===== src/rtl/dphy_rx_pkt_pkg.sv =====
// Shared types, constants and the byte-wise CRC-16 step for the D-PHY packet layer.
package dphy_rx_pkt_pkg;

  typedef enum logic [2:0] {StIdle, StHdr, StPayload, StCrc, StTrail} state_e;

  localparam logic [15:0] CRC16_POLY_REFL = 16'h8408;
  localparam int unsigned HDR_BYTES       = 4;
  localparam int unsigned FOOTER_BYTES    = 2;

  // Reflected CRC-16 (x^16+x^12+x^5+1), one byte taken LSB first.
  function automatic logic [15:0] crc16_byte(input logic [15:0] crc, input logic [7:0] data);
    logic [15:0] c;
    c = crc;
    for (int i = 0; i < 8; i++) begin
      if (c[0] ^ data[i]) c = (c >> 1) ^ CRC16_POLY_REFL;
      else                c = c >> 1;
    end
    return c;
  endfunction

endpackage


===== src/rtl/dphy_rx_pkt_parser_if.sv =====
// Aligned HS byte stream from the D-PHY receiver to the packet parser.
interface dphy_rx_pkt_parser_if;
  logic [7:0] RxDataHS;
  logic       RxValidHS;
  logic       RxActiveHS;
  logic       RxSyncHS;

  modport master (output RxDataHS, RxValidHS, RxActiveHS, RxSyncHS);
  modport slave  (input  RxDataHS, RxValidHS, RxActiveHS, RxSyncHS);
endinterface


===== src/rtl/dphy_crc16_byte.sv =====
// Registered CRC-16 accumulator, one byte per enabled cycle; init has priority over en.
module dphy_crc16_byte
  import dphy_rx_pkt_pkg::*;
#(
  parameter logic [15:0] CRC_INIT = 16'hFFFF
) (
  input  logic        clk_i,
  input  logic        rst_i,
  input  logic        init_i,
  input  logic        en_i,
  input  logic [7:0]  data_i,
  output logic [15:0] crc_o
);

  logic [15:0] crc_d, crc_q;

  always_comb begin
    crc_d = crc_q;
    if (init_i)    crc_d = CRC_INIT;
    else if (en_i) crc_d = crc16_byte(crc_q, data_i);
  end

  always_ff @(posedge clk_i) begin
    if (rst_i) crc_q <= CRC_INIT;
    else       crc_q <= crc_d;
  end

  assign crc_o = crc_q;

endmodule


===== src/rtl/dphy_rx_pkt_parser.sv =====
// Splits the HS byte stream into header, payload and footer; checks CRC and flags aborts.
module dphy_rx_pkt_parser
  import dphy_rx_pkt_pkg::*;
#(
  parameter logic [5:0]  SHORT_DT_MAX = 6'h0F,
  parameter logic [15:0] CRC_INIT     = 16'hFFFF,
  parameter bit          CRC_EN       = 1'b1
) (
  input  logic                       RxByteClkHS,
  input  logic                       RxRst,
  dphy_rx_pkt_parser_if.slave        rx_if,
  output logic                       PktHdrValid,
  output logic [7:0]                 PktDI,
  output logic [15:0]                PktWC,
  output logic [7:0]                 PktECC,
  output logic [7:0]                 PayloadData,
  output logic                       PayloadValid,
  output logic                       PayloadLast,
  output logic                       PktDone,
  output logic                       CrcErr,
  output logic                       PktAbort
);

  state_e      state_d, state_q;
  logic [1:0]  idx_d, idx_q;
  logic [15:0] cnt_d, cnt_q;
  logic [7:0]  foot_lo_d, foot_lo_q;
  logic [7:0]  di_d, di_q, ecc_d, ecc_q, pd_d, pd_q;
  logic [15:0] wc_d, wc_q;
  logic        hv_d, hv_q, pv_d, pv_q, pl_d, pl_q;
  logic        done_d, done_q, err_d, err_q, abort_d, abort_q;
  logic        crc_init, crc_en;
  logic [15:0] crc;

  logic       valid, active, sync;
  logic [7:0] data;
  assign valid  = rx_if.RxValidHS;
  assign active = rx_if.RxActiveHS;
  assign sync   = rx_if.RxSyncHS;
  assign data   = rx_if.RxDataHS;

  dphy_crc16_byte #(.CRC_INIT(CRC_INIT)) u_crc (
    .clk_i  (RxByteClkHS),
    .rst_i  (RxRst),
    .init_i (crc_init),
    .en_i   (crc_en),
    .data_i (data),
    .crc_o  (crc)
  );

  always_comb begin
    state_d   = state_q;
    idx_d     = idx_q;
    cnt_d     = cnt_q;
    foot_lo_d = foot_lo_q;
    di_d      = di_q;
    wc_d      = wc_q;
    ecc_d     = ecc_q;
    pd_d      = pd_q;
    hv_d      = 1'b0;
    pv_d      = 1'b0;
    pl_d      = 1'b0;
    done_d    = 1'b0;
    err_d     = 1'b0;
    abort_d   = 1'b0;
    crc_init  = 1'b0;
    crc_en    = 1'b0;

    unique case (state_q)
      StIdle: begin
        if (sync && active) begin
          state_d = StHdr;
          idx_d   = 2'd0;
        end
      end
      StHdr: begin
        if (valid) begin
          idx_d = idx_q + 2'd1;
          unique case (idx_q)
            2'd0:    di_d = data;
            2'd1:    wc_d[7:0] = data;
            2'd2:    wc_d[15:8] = data;
            default: begin
              ecc_d = data;
              hv_d  = 1'b1;
              idx_d = 2'd0;
              if (di_q[5:0] <= SHORT_DT_MAX) begin
                done_d  = 1'b1;
                state_d = StTrail;
              end else begin
                crc_init = 1'b1;
                cnt_d    = wc_q;
                state_d  = (wc_q == 16'd0) ? StCrc : StPayload;
              end
            end
          endcase
        end
      end
      StPayload: begin
        if (valid) begin
          pv_d   = 1'b1;
          pd_d   = data;
          crc_en = 1'b1;
          cnt_d  = cnt_q - 16'd1;
          if (cnt_q == 16'd1) begin
            pl_d    = 1'b1;
            idx_d   = 2'd0;
            state_d = StCrc;
          end
        end
      end
      StCrc: begin
        if (valid) begin
          if (idx_q == 2'd0) begin
            foot_lo_d = data;
            idx_d     = 2'd1;
          end else begin
            done_d  = 1'b1;
            err_d   = CRC_EN && ({data, foot_lo_q} != crc);
            idx_d   = 2'd0;
            state_d = StTrail;
          end
        end
      end
      StTrail: begin
        if (sync && active) begin
          state_d = StHdr;
          idx_d   = 2'd0;
        end else if (!active) begin
          state_d = StIdle;
        end
      end
      default: state_d = StIdle;
    endcase

    // Abort overrides whatever the byte on this cycle would have produced.
    if ((state_q == StHdr || state_q == StPayload || state_q == StCrc) && (!active || sync)) begin
      abort_d  = 1'b1;
      state_d  = active ? StHdr : StIdle;
      idx_d    = 2'd0;
      cnt_d    = cnt_q;
      hv_d     = 1'b0;
      pv_d     = 1'b0;
      pl_d     = 1'b0;
      done_d   = 1'b0;
      err_d    = 1'b0;
      crc_init = 1'b0;
      crc_en   = 1'b0;
      pd_d     = pd_q;
      di_d     = di_q;
      wc_d     = wc_q;
      ecc_d    = ecc_q;
    end
  end

  always_ff @(posedge RxByteClkHS) begin
    if (RxRst) begin
      state_q   <= StIdle;
      idx_q     <= 2'd0;
      cnt_q     <= 16'd0;
      foot_lo_q <= 8'd0;
      di_q      <= 8'd0;
      wc_q      <= 16'd0;
      ecc_q     <= 8'd0;
      pd_q      <= 8'd0;
      hv_q      <= 1'b0;
      pv_q      <= 1'b0;
      pl_q      <= 1'b0;
      done_q    <= 1'b0;
      err_q     <= 1'b0;
      abort_q   <= 1'b0;
    end else begin
      state_q   <= state_d;
      idx_q     <= idx_d;
      cnt_q     <= cnt_d;
      foot_lo_q <= foot_lo_d;
      di_q      <= di_d;
      wc_q      <= wc_d;
      ecc_q     <= ecc_d;
      pd_q      <= pd_d;
      hv_q      <= hv_d;
      pv_q      <= pv_d;
      pl_q      <= pl_d;
      done_q    <= done_d;
      err_q     <= err_d;
      abort_q   <= abort_d;
    end
  end

  assign PktHdrValid  = hv_q;
  assign PktDI        = di_q;
  assign PktWC        = wc_q;
  assign PktECC       = ecc_q;
  assign PayloadData  = pd_q;
  assign PayloadValid = pv_q;
  assign PayloadLast  = pl_q;
  assign PktDone      = done_q;
  assign CrcErr       = err_q;
  assign PktAbort     = abort_q;

endmodule

===== src/flat_wrapper.sv =====
// flat-port wrapper written by rule: the top's interface ports become plain ports
module dphy_rx_pkt_parser_flat import dphy_rx_pkt_pkg::*;
#(
  parameter logic [5:0]  SHORT_DT_MAX = 6'h0F,
  parameter logic [15:0] CRC_INIT     = 16'hFFFF,
  parameter bit          CRC_EN       = 1'b1
)
  (RxByteClkHS, RxRst, PktHdrValid, PktDI, PktWC, PktECC, PayloadData, PayloadValid, PayloadLast, PktDone, CrcErr, PktAbort, rx_if_RxDataHS, rx_if_RxValidHS, rx_if_RxActiveHS, rx_if_RxSyncHS);
  dphy_rx_pkt_parser_if rx_if_i ();
  input  logic RxByteClkHS;
  input  logic RxRst;
  output logic PktHdrValid;
  output logic [7:0] PktDI;
  output logic [15:0] PktWC;
  output logic [7:0] PktECC;
  output logic [7:0] PayloadData;
  output logic PayloadValid;
  output logic PayloadLast;
  output logic PktDone;
  output logic CrcErr;
  output logic PktAbort;
  input wire logic [$bits(rx_if_i.RxDataHS)-1:0] rx_if_RxDataHS;
  input wire logic [$bits(rx_if_i.RxValidHS)-1:0] rx_if_RxValidHS;
  input wire logic [$bits(rx_if_i.RxActiveHS)-1:0] rx_if_RxActiveHS;
  input wire logic [$bits(rx_if_i.RxSyncHS)-1:0] rx_if_RxSyncHS;
  assign rx_if_i.RxDataHS = rx_if_RxDataHS;
  assign rx_if_i.RxValidHS = rx_if_RxValidHS;
  assign rx_if_i.RxActiveHS = rx_if_RxActiveHS;
  assign rx_if_i.RxSyncHS = rx_if_RxSyncHS;
  dphy_rx_pkt_parser #(.SHORT_DT_MAX(SHORT_DT_MAX), .CRC_INIT(CRC_INIT), .CRC_EN(CRC_EN)) u_core (.RxByteClkHS(RxByteClkHS), .RxRst(RxRst), .rx_if(rx_if_i), .PktHdrValid(PktHdrValid), .PktDI(PktDI), .PktWC(PktWC), .PktECC(PktECC), .PayloadData(PayloadData), .PayloadValid(PayloadValid), .PayloadLast(PayloadLast), .PktDone(PktDone), .CrcErr(CrcErr), .PktAbort(PktAbort));
endmodule

===== config.mk =====
export PLATFORM = sky130hd
export DESIGN_NAME = dphy_rx_pkt_parser_flat
export DESIGN_NICKNAME = d
export VERILOG_FILES = /design/src/rtl/dphy_rx_pkt_pkg.sv /design/src/rtl/dphy_rx_pkt_parser_if.sv /design/src/rtl/dphy_crc16_byte.sv /design/src/rtl/dphy_rx_pkt_parser.sv /design/src/flat_wrapper.sv
export SDC_FILE = /design/constraint.sdc
export NUM_CORES = 1
export LEC_CHECK = 0
export CAP_MARGIN = 20
export CORE_ASPECT_RATIO = 1.4
export CORE_MARGIN = 5
export CORE_UTILIZATION = 57
export CTS_BUF_LIST = sky130_fd_sc_hd__clkbuf_8
export CTS_CLUSTER_SIZE = 28
export DETAILED_ROUTE_END_ITERATION = 8
export GPL_TIMING_DRIVEN = 0
export PLACE_DENSITY_LB_ADDON = 0.3
export SLEW_MARGIN = 20
export SYNTH_ARGS = -nofsm -noshare
export SYNTH_HDL_FRONTEND = slang
export SYNTH_SLANG_ARGS = --single-unit

===== constraint.sdc =====
create_clock -name RxByteClkHS -period 2.3 [get_ports RxByteClkHS]
set_clock_uncertainty 0.2 [all_clocks]
set_input_delay 0.69 -clock RxByteClkHS [delete_from_list [all_inputs] [get_ports RxByteClkHS]]
set_output_delay 0.69 -clock RxByteClkHS [all_outputs]
set_load 0.01 [all_outputs]

# Word-level counts from Yosys, hierarchy flattened
# Index checks and enable logic that the tools add are counted.
dict set report classes {
  n_lt_le_gt_ge 1
  n_addsub 2
  n_reduce_logical 27
  bitwise 22
  muxes 66
  n_eq_ne 23
}
# operator n
set op_table {}
lappend op_table {{two-way mux 16 bit} 26}
lappend op_table {{two-way mux 3 bit} 11}
lappend op_table {{one-hot mux 16 bit (2 select lines)} 1}
lappend op_table {{NOT 2 -> 3 bit} 8}
lappend op_table {{two-way mux 1 bit} 19}
lappend op_table {{equality test 16 x 1 -> 1 bit (second input constant)} 1}
lappend op_table {{logical NOT 16 bit} 1}
lappend op_table {{!= test 16 bit} 1}
lappend op_table {{AND reduction 4 bit} 4}
lappend op_table {{subtractor 16 x 1 -> 16 bit (second input constant)} 1}
lappend op_table {{!= test 3 bit (second input constant)} 5}
lappend op_table {{one-hot mux 3 bit (5 select lines)} 1}
lappend op_table {{two-way mux 2 bit} 6}
lappend op_table {{AND reduction 6 bit} 2}
lappend op_table {{!= test 2 bit (second input constant)} 5}
lappend op_table {{one-hot mux 2 bit (4 select lines)} 1}
lappend op_table {{AND reduction 8 bit} 1}
lappend op_table {{OR reduction 4 bit} 2}
lappend op_table {{bitwise XOR 1 bit} 8}
lappend op_table {{equality test 3 x 2 -> 1 bit (second input constant)} 2}
lappend op_table {{<= comparator 6 x 4 -> 1 bit (second input constant)} 1}
lappend op_table {{NOT 1 bit} 6}
lappend op_table {{AND reduction 3 bit} 2}
lappend op_table {{OR reduction 2 bit} 3}
lappend op_table {{19 further kinds} 23}
dict set report word_totals {
  word_cells 157
  in_bits 13
  reg_bits 91
  output_inout_bits 46
}

# Depth between registers and ports, before layout
dict set report logic_depth {
  ltp_word 33
  mapped_depth 8
  depth_no_buf 7
}

# Cells and area by module
# Synthesis repeated with hierarchy kept, for this count alone.
dict set report hier_totals {
  hier_cells 502
  hier_area_um2 4648.2
}
# module seq_area_each_um2 area_per_inst_um2 cells_per_inst n_inst
set by_module_without_submodules {}
lappend by_module_without_submodules {dphy_rx_pkt_parser 1501.4 3753.6 421 1}
lappend by_module_without_submodules {dphy_crc16_byte 320.3 894.6 81 1}

# Least setup slack after synthesis
# Ideal clock, no wire load.
dict set report synth_path {
  kind {input -> register}
  start {in rx_if_RxSyncHS}
  end {reg u_core.u_crc.crc_q[10] (netlist: u_core.u_crc.crc_o[10])}
  path_slack_ns 0.088
  path_stages 7
  t_arrival_ns 1.878
  setup_time_ns 0.134
  cell_sequence {and4bb_2 -> nand3_1 -> buf_2 -> nor2_1 -> nor2_1 -> buf_2 -> o211ai_1}
}
dict set report synth_via {
  elab_chain_cells 4
  elab_cells_between_ends 5
}
# element line
set synth_rtl {}
lappend synth_rtl {{start, declared} flat_wrapper.sv:25} ;# input wire logic [$bits(rx_if_i.RxSyncHS)-1:0] rx_if_RxSyncHS;
lappend synth_rtl {{logical OR 1 bit (*)} dphy_rx_pkt_parser.sv:137} ;# if ((state_q == StHdr || state_q == StPayload || state_q == StCrc) && (!active || sync)) begin
lappend synth_rtl {{logical AND 1 bit (*)} dphy_rx_pkt_parser.sv:137}
lappend synth_rtl {{two-way mux 1 bit} dphy_rx_pkt_parser.sv:137}
lappend synth_rtl {{OR reduction 2 bit (no line)} --}
lappend synth_rtl {{end signal, assigned} dphy_crc16_byte.sv:25} ;# else crc_q <= crc_d;
lappend synth_rtl {{end, declared} dphy_crc16_byte.sv:15} ;# logic [15:0] crc_d, crc_q;
# Every way passes the cells marked *; elsewhere a longest branch is shown, timed or not.
# A chain may end at the register's enable or synchronous reset.

# Final worst setup path
dict set report layout_path {
  start {reg u_core.wc_q[8] (netlist: u_core.PktWC[8])}
  end {out PktWC[8]}
}
# element line
set layout_lines {}
lappend layout_lines {{start, declared} dphy_rx_pkt_parser.sv:29} ;# logic [15:0] wc_d, wc_q;
lappend layout_lines {{start signal, assigned} dphy_rx_pkt_parser.sv:178} ;# wc_q <= wc_d;
lappend layout_lines {{end, declared} flat_wrapper.sv:14} ;# output logic [15:0] PktWC;
# No word-level cell between the ends.

==> results summary <==
The die extent in y is roughly 110 microns. The count of nets left with antenna violations once routing finished came out at 0. The dominant cell by count in the synthesized netlist is nand2_1. Of all cell types, the one taking the most synthesized area is dfxtp_1.

Along the worst path, the maximum fanout reaches 4. A synthesized cell averages a little over 8 sq um. STA classifies the critical path startpoint as a flop. The netlist area before placement is ~0.0043 sq mm. The total number of clock tree sinks came out at just over 90.

The wire length per cell after detailed routing came out at ~18 microns. The leakage power of the design came out at 2.01 nW. The final number of hold-violating endpoints is 0. The data arrival time of the worst path came out at about 1400 ps.

The placeable core region is 0.00741 sq mm. The count of state elements after synthesis is 91. The most critical setup path has its startpoint at u_core.PktWC[8].

The share of the yosys chip area belonging to registers came out at 0.420. Once layout is done, the placed cells without fillers occupy 0.00534 sq mm. The worst slack at placement came out at -941 ps.

The width of the die came out at around 84 microns. The cell with the biggest individual delay on the critical path is clkdlybuf4s50_1. The share of the clock period used by the worst path came out at 0.974. The fill cell instance count of the final layout is between 500 and 600. The multi-input combinational cells in the finished layout cover a total of ~0.0024 sq mm. The total global routing track utilization is 0.267. For this run, the detailed router's first-pass iteration total came to 5. Using the TritonRoute via totals, the vias-per-cell ratio works out to about 6.

Across the whole layout, storage elements account for roughly 0.0018 sq mm. The number of max-cap violations is 0. The worst hold path belongs to the class flop to flop. The total via count in the routed design is approximately 4200. The kind of end point of the critical path is a primary output.

The synthesized net count came out at about 550. Yosys mapped the design onto 52 distinct sky130hd cell types. The number of antenna violations at the first check in global routing is 0. The number of enable-type register cells in the synthesized netlist came out at 0. Broken down by cell family, the worst path's largest delay share belongs to buffers and inverters. The kind of critical path is flop to primary output. Walking the worst path, the cells encountered are clkdlybuf4s50_1. The number of max-slew violations in the final report came to 0. The data required time at the worst endpoint came out at approximately 1400 ps. The commonest cells after synthesis are nand2_1 (95), dfxtp_1 (91), a21oi_1 (55), xnor2_1 (34), nand3_1 (33).

For this run, the leading register cell type out of synthesis is dfxtp_1. Counting I/O delays and the setup requirement, the final critical path takes 2240 ps. The worst-case hold slack is about 260 ps. At the end of routability-driven placement, the weighted congestion stood at 0.944. TritonCTS built the clock tree. The headroom to the max-slew limit came out at 0.544. Of all flip-flops after synthesis, the portion carrying an async set or reset was 0. For this run, the slowest stage of the critical path takes 560 ps. The number of cells on the worst hold path is 2. Setup slack on the critical path of the routed design comes to 59.2 ps. For the pin with the worst max-slew slack, the measured transition is approximately 680 ps. In this run the most critical hold path is launched from u_core.PayloadData[2]. The number of nets in the layout came out at about 620.

The count of buffers inserted at the top-level ports came out at 50. The worst-case IR drop observed on VDD is between 600 and 700 uV. The number of DRC markers after the initial detailed-route iteration came out at 229. The number of H-tree branching levels is 3.

The achievable frequency came out at between 400 and 500 MHz. The flow ran to the end, and the final reports show no timing, DRC or antenna violations. The maximum number of pins on one net before global-route repair is 15. The clock input transition at the sequential cells of the worst setup and hold paths came out at about 90 ps. Buffers inserted during clock tree synthesis total 9. The initial utilization of the core area, before any placement, comes to 0.585. The number of top-level pins came out at slightly below 60. The clock latency at the later pin of the worst-skew pair is 380 ps.

The number of hold buffers added after CTS was 0. The total DRC errors in the routed layout is 0. The first-pass GRT wire length came out at slightly above 20 mm. Setup violations remaining at the end of the flow were counted as 0. The root buffer cell chosen for the clock tree is clkbuf_8.

Detailed placement finished with a half-perimeter wire length of slightly below 9 mm. The number of instances in the synthesized netlist is 530. The floorplan has 37 rows.

For this run, the number of Yosys warnings is 0. The source of the worst register-to-register timing path is u_core.idx_q[0]. The count of buffer and inverter cells on the critical path came out at 1. The cell area power density came out at between 500 and 600 mW/mm^2. Setup repair after global routing left no endpoint under its margin. The worst-case clock buffer depth came out at 2.

By area the synthesized netlist is led by dfxtp_1 (42%), nand2_1 (8.2%), xnor2_1 (6.9%). In this run the number of cells on the critical path is 1. After detailed placement, the total cell area comes to 0.00496 sq mm.

The number of global-route vias before repair came out at ~4000. The depth of the worst register-to-register path is 7. The global-route congestion overflow total came out at 0. Of the post-synthesis cell area, the dominant cell type holds 0.420. The area of the die came out at about 0.0095 sq mm. For this block, the routed nets add up to ~13 mm of wire. The layout cell share with drive strength beyond 1 is 0.101. The final setup TNS is 0 ps. 0 antenna diodes ended up in the layout. Compared with the post-synthesis result, the final layout area differs by 23.2%.
## through the flow
| step | power [mW] | utilization | std cells |
|---|---|---|---|
| final | 2.96 | 0.721 | 698 |
| after global routing | 3.05 | 0.721 | 698 |
| after CTS | 2.95 | 0.706 | 695 |
| after detailed placement | 1.81 | 0.669 | 677 |
| after global placement | 1.81 | 0.669 | 677 |
| after floorplan | 1.75 | - | 530 |
## power breakdown
| group | switching (mW) | total [mW] | internal, mW | leakage, nW |
|---|---|---|---|---|
| Combinational | 0.137 | 0.212 | 0.0751 | 1.17 |
| Sequential | 0.00424 | 1.58 | 1.58 | 0.734 |
| Clock | 0.578 | 1.17 | 0.588 | 0.108 |
## layout make-up
cell class	instances	share of cell area
Multi-Input combinational cell	393	0.451
Sequential cell	91	0.342
Timing Repair Buffer	57	0.105
Buffer	38	0.0356
Clock buffer	12	0.0309
Tap cell	97	0.0227
Clock inverter	4	0.00891
Inverter	6	0.00422
## layout by cell type (no fill, tap or decap), types with 8 or more instances in the layout
cell type and count:
nand2_1 92, dfxtp_1 90, a21oi_1 54, clkdlybuf4s50_1 46, xnor2_1 34, nand3_1 33
nor2_1 26, clkbuf_1 24, o21ai_0 20, mux2i_1 17, o211ai_1 16, clkbuf_8 12
nor3_1 8
## timing repair
action / 4_1_cts / 5_1_grt
gates resized for setup: 18 / 30
buffers inserted: 2 / 5
endpoints found under the setup margin: 52 / 68
cloned: 0 / 0
endpoints found under the hold margin: 0 / 0
pin swaps: 2 / 2
## kinds of logic after synthesis
kind of cell / count (synthesis) / synth area share
XOR/XNOR: 40 / 0.0808
adder cells (fa/ha/maj): 6 / 0.0173
flip-flops: 91 / 0.420
AO/OA/AOI/OAI: 121 / 0.170
buffers and inverters: 46 / 0.0419
AND/OR/NAND/NOR: 209 / 0.230
multiplexers: 17 / 0.0393
## path summary, 6_finish.rpt
path	endpoint	slack [ps]
max	PktWC[8]	60
min	u_core.PayloadData[2]	260
max reg2reg	u_core.state_q[0]	80
min reg2reg	u_core.PayloadData[2]	260
## routing by layer
layer,share of wire,GRT usage
met2,0.50,0.460
met4,0.055,0.162
met5,0,0
met1,0.37,0.299
met3,0.082,0.0554
## registers in the layout, indices dropped and copies added, names as in the netlist
name and flops:
u_core.PayloadData 8, u_core.PktHdrValid 1, u_core.CrcErr 1, u_core.u_crc.crc_o 16, u_core.idx_q 2, u_core.PayloadLast 1
u_core.foot_lo_q 8, u_core.PktECC 8, u_core.PktDone 1, u_core.state_q 3, u_core.PktDI 8, u_core.PktAbort 1
u_core.cnt_q 16, u_core.PayloadValid 1, u_core.PktWC 16
(Power assumes the default switching activity.)
==> variant 1, RTL diff (same flow settings) <==
`CRC_EN` is set to 1'b1 in 2 places; all go to 1'b0.
--- a/src/rtl/dphy_rx_pkt_parser.sv
+++ b/src/rtl/dphy_rx_pkt_parser.sv
@@ -5,5 +5,5 @@
   parameter logic [5:0]  SHORT_DT_MAX = 6'h0F,
   parameter logic [15:0] CRC_INIT     = 16'hFFFF,
-  parameter bit          CRC_EN       = 1'b1
+  parameter bit          CRC_EN       = 1'b0
 ) (
   input  logic                       RxByteClkHS,
--- a/src/flat_wrapper.sv
+++ b/src/flat_wrapper.sv
@@ -4,5 +4,5 @@
   parameter logic [5:0]  SHORT_DT_MAX = 6'h0F,
   parameter logic [15:0] CRC_INIT     = 16'hFFFF,
-  parameter bit          CRC_EN       = 1'b1
+  parameter bit          CRC_EN       = 1'b0
 )
   (RxByteClkHS, RxRst, PktHdrValid, PktDI, PktWC, PktECC, PayloadData, PayloadValid, PayloadLast, PktDone, CrcErr, PktAbort, rx_if_RxDataHS, rx_if_RxValidHS, rx_if_RxActiveHS, rx_if_RxSyncHS);
Function: no difference found for any inputs over 4 cycles, from zero or initial values and one cycle with RxRst high; that may be too few to reach the edited logic, so the function may still have changed.
==> variant 1 against the original RTL <==
Count of clock-buffer cells in the layout is 2 lower. Routed wire length is 24% lower. Final cell count is 22% lower. Area after synthesis is 26% lower. Total power is 19% lower. Hold slack worse by 0.0056 ns. Sequential cell count is 25 lower. Via count is 21% lower. Maximum frequency is 0.67% lower. Setup slack worse by 0.015 ns. Global-route usage is 0.41 points higher. Design area is 23% lower. Largest cell class unchanged. Largest power group unchanged. Highest routed layer unchanged.
==> variant 1: results (changes against the original RTL) <==
INFO  metric outcome = complete, no violations
INFO  metric port-buffer-count = 56 (+12%)
INFO  metric main_area_contributors_after_synthesis = dfxtp_1 (41%), a21oi_1 (9.0%), nand2_1 (8.8%)
INFO  metric syn_nets = 419 (-24%)
INFO  metric detailedPlacementHpwl = 6760 um (-22%)
INFO  metric finalWirelength = 9550 um (-24%)
INFO  metric first_global_vias = 3,223 (-22%)
INFO  metric synth.top_cells.by_count = nand2_1 (75), dfxtp_1 (66), a21oi_1 (58)
INFO  metric routed_via_density = 6.14 (+2.0%)
INFO  metric met2RoutedLength = 4800 um (-24%)
INFO  metric power_switching = 0.617 mW (-14%)
INFO  metric place_area = 3850 um2 (-22%)
INFO  metric drt_iter0_markers = 388 (+69%)
INFO  metric wl_met1 = 3830 um (-17%)
INFO  metric worst_ep_arrival_time = 1.37 ns (+0.02 ns)
INFO  metric power.combinational.total = 0.218 mW (+3%)
INFO  metric critical_path.top_delay_family = buffers and inverters
INFO  metric placedCellCount = 524 (-23%)
INFO  metric root_buffer_master = clkbuf_8
INFO  metric critPathLaunch = u_core.PktWC[2]
INFO  metric met3WireLength = 687 um (-34%)
INFO  metric use_met3 = 0.0735 (+0.0181)
INFO  metric worst-slew-pin-transition = 0.658 ns (-0.0266 ns)
INFO  metric grt_max_degree = 13 (-2)
INFO  metric grt_util_met2 = 0.440 (-0.0207)
INFO  metric p_leak = 1.36 nW (-33%)
INFO  metric post_route_fraction_of_the_period_consumed_by_the_critical_path = 0.981 (+0.00659)
INFO  metric final.fill_count = 419 (-28%)
INFO  metric globalRouteMet1Util = 0.334 (+0.0345)
INFO  metric netlist_instances = 400 (-25%)
INFO  metric seq_area_frac_synth = 0.412 (-0.00847)
INFO  metric worstSkewPairLatency = 0.35 ns (-0.03 ns)
INFO  metric detail_route.first_pass.iterations = 6 (+1)
INFO  metric critical-path-max-stage-delay = 0.58 ns (+0.02 ns)
INFO  metric clk_pin_slew_worst_paths = 0.07 ns (-0.02 ns)
INFO  metric global_route_wire_length_before_repair = 15,500 um (-24%)
INFO  metric worstRegToRegCells = 7 (unchanged)
INFO  metric instances_no_fill = 542 (-22%)
INFO  metric dp_worst_setup_slack = -0.530 ns (+0.411 ns)
INFO  metric share_of_post_route_cells_with_drive_strength_above_1 = 0.0970 (-0.00445)
INFO  metric synth_cell_type_count = 60 (+15%)
INFO  metric track_usage = 0.271 (+0.00408)
INFO  metric finish.utilization = 0.749 (+0.0287)
INFO  metric worst_voltage_drop_across_the_vdd_grid = 463 uV (-25%)
INFO  metric combinational_power_share = 0.091 (+0.019)
INFO  metric net_count_final = 488 (-21%)
INFO  metric routabilityCongestion = 0.931 (-1.3%)
INFO  metric worstReg2RegEnd = u_core.cnt_q[3]
INFO  metric critical_path.endpoint = PktWC[2]
==> variant 1: cell types whose count changed in the layout (fill, tap and decap cells not counted), moves of 7 or more <==
cell,unedited run,this run
xnor2_1,34,0
nand2_1,92,75
mux2i_1,17,3
clkdlybuf4s50_1,46,53
clkbuf_1,24,13
o211ai_1,16,2
nor2_1,26,14
dfxtp_1,90,66
==> variant 1: cells by family (layout without fill, tap and decap cells) <==
logic type      Yosys count  after routing  synth area share
simple gates            176            176             0.285
compound gates          115            115             0.215
fa+ha+maj                 6              6            0.0234
buf+inv                  33            107            0.0542
mux                       3              3           0.00936
flops                    66             66             0.412
other cells               1              1           0.00117
==> variant 1: worst min path at each step <==
| stage | endpoint | depth (start not counted) | slack, ns | from |
|---|---|---|---|---|
| 2_1_floorplan | u_core.cnt_q[15] | 2 | 0.25 | u_core.cnt_q[15] |
| 3_3_place_gp | u_core.PayloadData[2] | 2 | 0.24 | u_core.PayloadData[2] |
| 3_5_place_dp | u_core.PayloadData[4] | 2 | 0.25 | u_core.PayloadData[4] |
| 4_1_cts | u_core.PayloadData[4] | 2 | 0.26 | u_core.PayloadData[4] |
| 5_1_grt | u_core.PayloadData[4] | 2 | 0.28 | u_core.PayloadData[4] |
| 6_report | u_core.PayloadData[4] | 2 | 0.26 | u_core.PayloadData[4] |
==> variant 1: layout make-up <==
class                      count  area share
inverter                       6     0.00548
sequential                    66       0.321
tap                           68      0.0207
clock inverter                 6      0.0161
buffer                        27      0.0381
clock buffer                  10      0.0335
timing repair buffer          58       0.142
multi-input combinational    301       0.423
==> variant 1: repair_timing <==
item | 4_1_cts | 5_1_grt
gates resized for setup | 6 | 4
endpoints found under the setup margin | 48 | 4
buffers inserted | 2 | 0
pin swaps | 1 | 0
==> variant 2, RTL diff (config.mk and constraints unchanged) <==
Made on the original files. Take the reset off `wc_q` and load it in a clocked block of its own.
--- a/src/rtl/dphy_rx_pkt_parser.sv
+++ b/src/rtl/dphy_rx_pkt_parser.sv
@@ -161,5 +161,4 @@
       foot_lo_q <= 8'd0;
       di_q      <= 8'd0;
-      wc_q      <= 16'd0;
       ecc_q     <= 8'd0;
       pd_q      <= 8'd0;
@@ -176,5 +175,4 @@
       foot_lo_q <= foot_lo_d;
       di_q      <= di_d;
-      wc_q      <= wc_d;
       ecc_q     <= ecc_d;
       pd_q      <= pd_d;
@@ -188,4 +186,8 @@
   end
 
+  always_ff @(posedge RxByteClkHS) begin
+    wc_q <= wc_d;
+  end
+
   assign PktHdrValid  = hv_q;
   assign PktDI        = di_q;
Behaviour: differs if RxRst is asserted again (counterexample within 4 cycles, from zero or initial values and one cycle with RxRst high); with RxRst held inactive, the same outputs for 4 cycles.
==> variant 2 against the original RTL <==
Sequential cell count stayed put. Largest power group unchanged. Area after synthesis fell by 0.20%. Total power rose by 9.6%. Critical path type unchanged. Setup slack worse by 0.012 ns. Non-clock buffer count down 2. Routed wire length is 4.8% lower. Critical endpoint is now PktWC[9]. Design area grew 2.2%. Critical path depth unchanged. Sequential power increased by 4%. Clock power up 13%.
==> variant 2: results (changes against the original RTL) <==
INFO  metric outcome = complete, no violations
INFO  metric routabilityCongestion = 0.930 (-1.5%)
INFO  metric hold_path.startpoint = u_core.PayloadData[7]
INFO  metric worstRegToRegCells = 6 (-1)
INFO  metric synth.top_cells.by_count = dfxtp_1 (75), nand2_1 (66), nor2_1 (62)
INFO  metric synth_enable_flop_cells = 16 (+16)
INFO  metric critPathLaunch = u_core.PktWC[9]
INFO  metric clock_tree.htree_level_count = 3 (unchanged)
INFO  metric routed_via_density = 5.93 (-1.5%)
INFO  metric wl_per_cell = 18.2 um (+0.33%)
INFO  metric share_of_post_route_cells_with_drive_strength_above_1 = 0.127 (+0.0259)
INFO  metric place_area = 5030 um2 (+1.4%)
INFO  metric detail_route.first_pass.iterations = 5 (unchanged)
INFO  metric worst_hold_path_ep = u_core.PayloadData[7]
INFO  metric p_leak = 2.13 nW (+5.7%)
INFO  metric global_route_wire_length_before_repair = 19,300 um (-4.3%)
INFO  metric syn_nets = 508 (-7.5%)
INFO  metric track_usage = 0.256 (-0.0103)
INFO  metric worst_voltage_drop_across_the_vdd_grid = 504 uV (-18%)
INFO  metric worstReg2RegEnd = u_core.idx_q[0]
INFO  metric initial_core_util = 0.588 (+0.00249)
INFO  metric grt_max_degree = 17 (+2)
INFO  metric main_area_contributors_after_synthesis = dfxtp_1 (35%), edfxtp_1 (11%), xnor2_1 (6.5%)
INFO  metric first_global_vias = 3,871 (-6.1%)
INFO  metric final.fill_count = 517 (-11%)
INFO  metric multi_input_area = 2310 um2 (-4.0%)
INFO  metric drt_iter0_markers = 289 (+26%)
INFO  metric critical_path.max_fanout = 3 (-1)
INFO  metric seq_area_frac_synth = 0.458 (+0.0379)
INFO  metric detailedPlacementHpwl = 8600 um (-1.3%)
INFO  metric net_count_final = 579 (-5.9%)
variant 2: layer usage:
layer / global-route usage / wire length [um] / share of wire
met5: 0 / 0 / 0
met2: 0.455 / 6370 / 0.53
met4: 0.139 / 460 / 0.038
met1: 0.285 / 4450 / 0.37
met3: 0.0517 / 732 / 0.061
variant 2: where the power goes:
| part | internal [mW] | switching, mW | total [mW] |
|---|---|---|---|
| Sequential | 1.63 | 0.00819 | 1.64 |
| Combinational | 0.115 | 0.170 | 0.285 |
| Clock | 0.730 | 0.595 | 1.32 |
variant 2: what timing repair did:
action | 4_1_cts | 5_1_grt
buffers inserted | 1 | 1
setup endpoints to repair | 73 | 36
hold buffers | 0 | 0
pin swaps | 1 | 3
endpoints found under the hold margin | 0 | 0
gates resized for setup | 26 | 26
variant 2: logic make-up (layout without fill, tap and decap cells):
logic type | count (synthesis) | after routing | synth area share
AO/OA/AOI/OAI | 94 | 94 | 0.139
multiplexers | 24 | 24 | 0.0555
buffers and inverters | 41 | 117 | 0.0391
AND/OR/NAND/NOR | 193 | 193 | 0.210
flip-flops | 91 | 91 | 0.458
adder cells (fa/ha/maj) | 6 | 6 | 0.0174
XOR/XNOR | 40 | 40 | 0.0810
variant 2: final cells by class:
class / instances / area share
buffer: 33 / 0.0305
clock inverter: 7 / 0.0223
timing repair buffer: 60 / 0.109
inverter: 8 / 0.00551
multi-input combinational: 357 / 0.424
tap: 97 / 0.0223
clock buffer: 9 / 0.0227
sequential: 91 / 0.364
variant 2: per-stage QoR:
step	std cells	hold WS, ns
2_1_floorplan	489	0.248
3_3_place_gp	644	0.243
3_5_place_dp	644	0.249
4_1_cts	661	0.261
5_1_grt	662	0.287
6_report	662	0.258
variant 2: worst max path at each step:
stage | endpoint | slack, ns
after CTS | u_core.CrcErr | 0.01
after detailed placement | u_core.u_crc.crc_o[4] | -0.84
final | PktWC[9] | 0.05
after global placement | u_core.u_crc.crc_o[2] | -0.82
after floorplan | u_core.u_crc.crc_o[11] | 0.12
after global routing | u_core.u_crc.crc_o[14] | -0.004
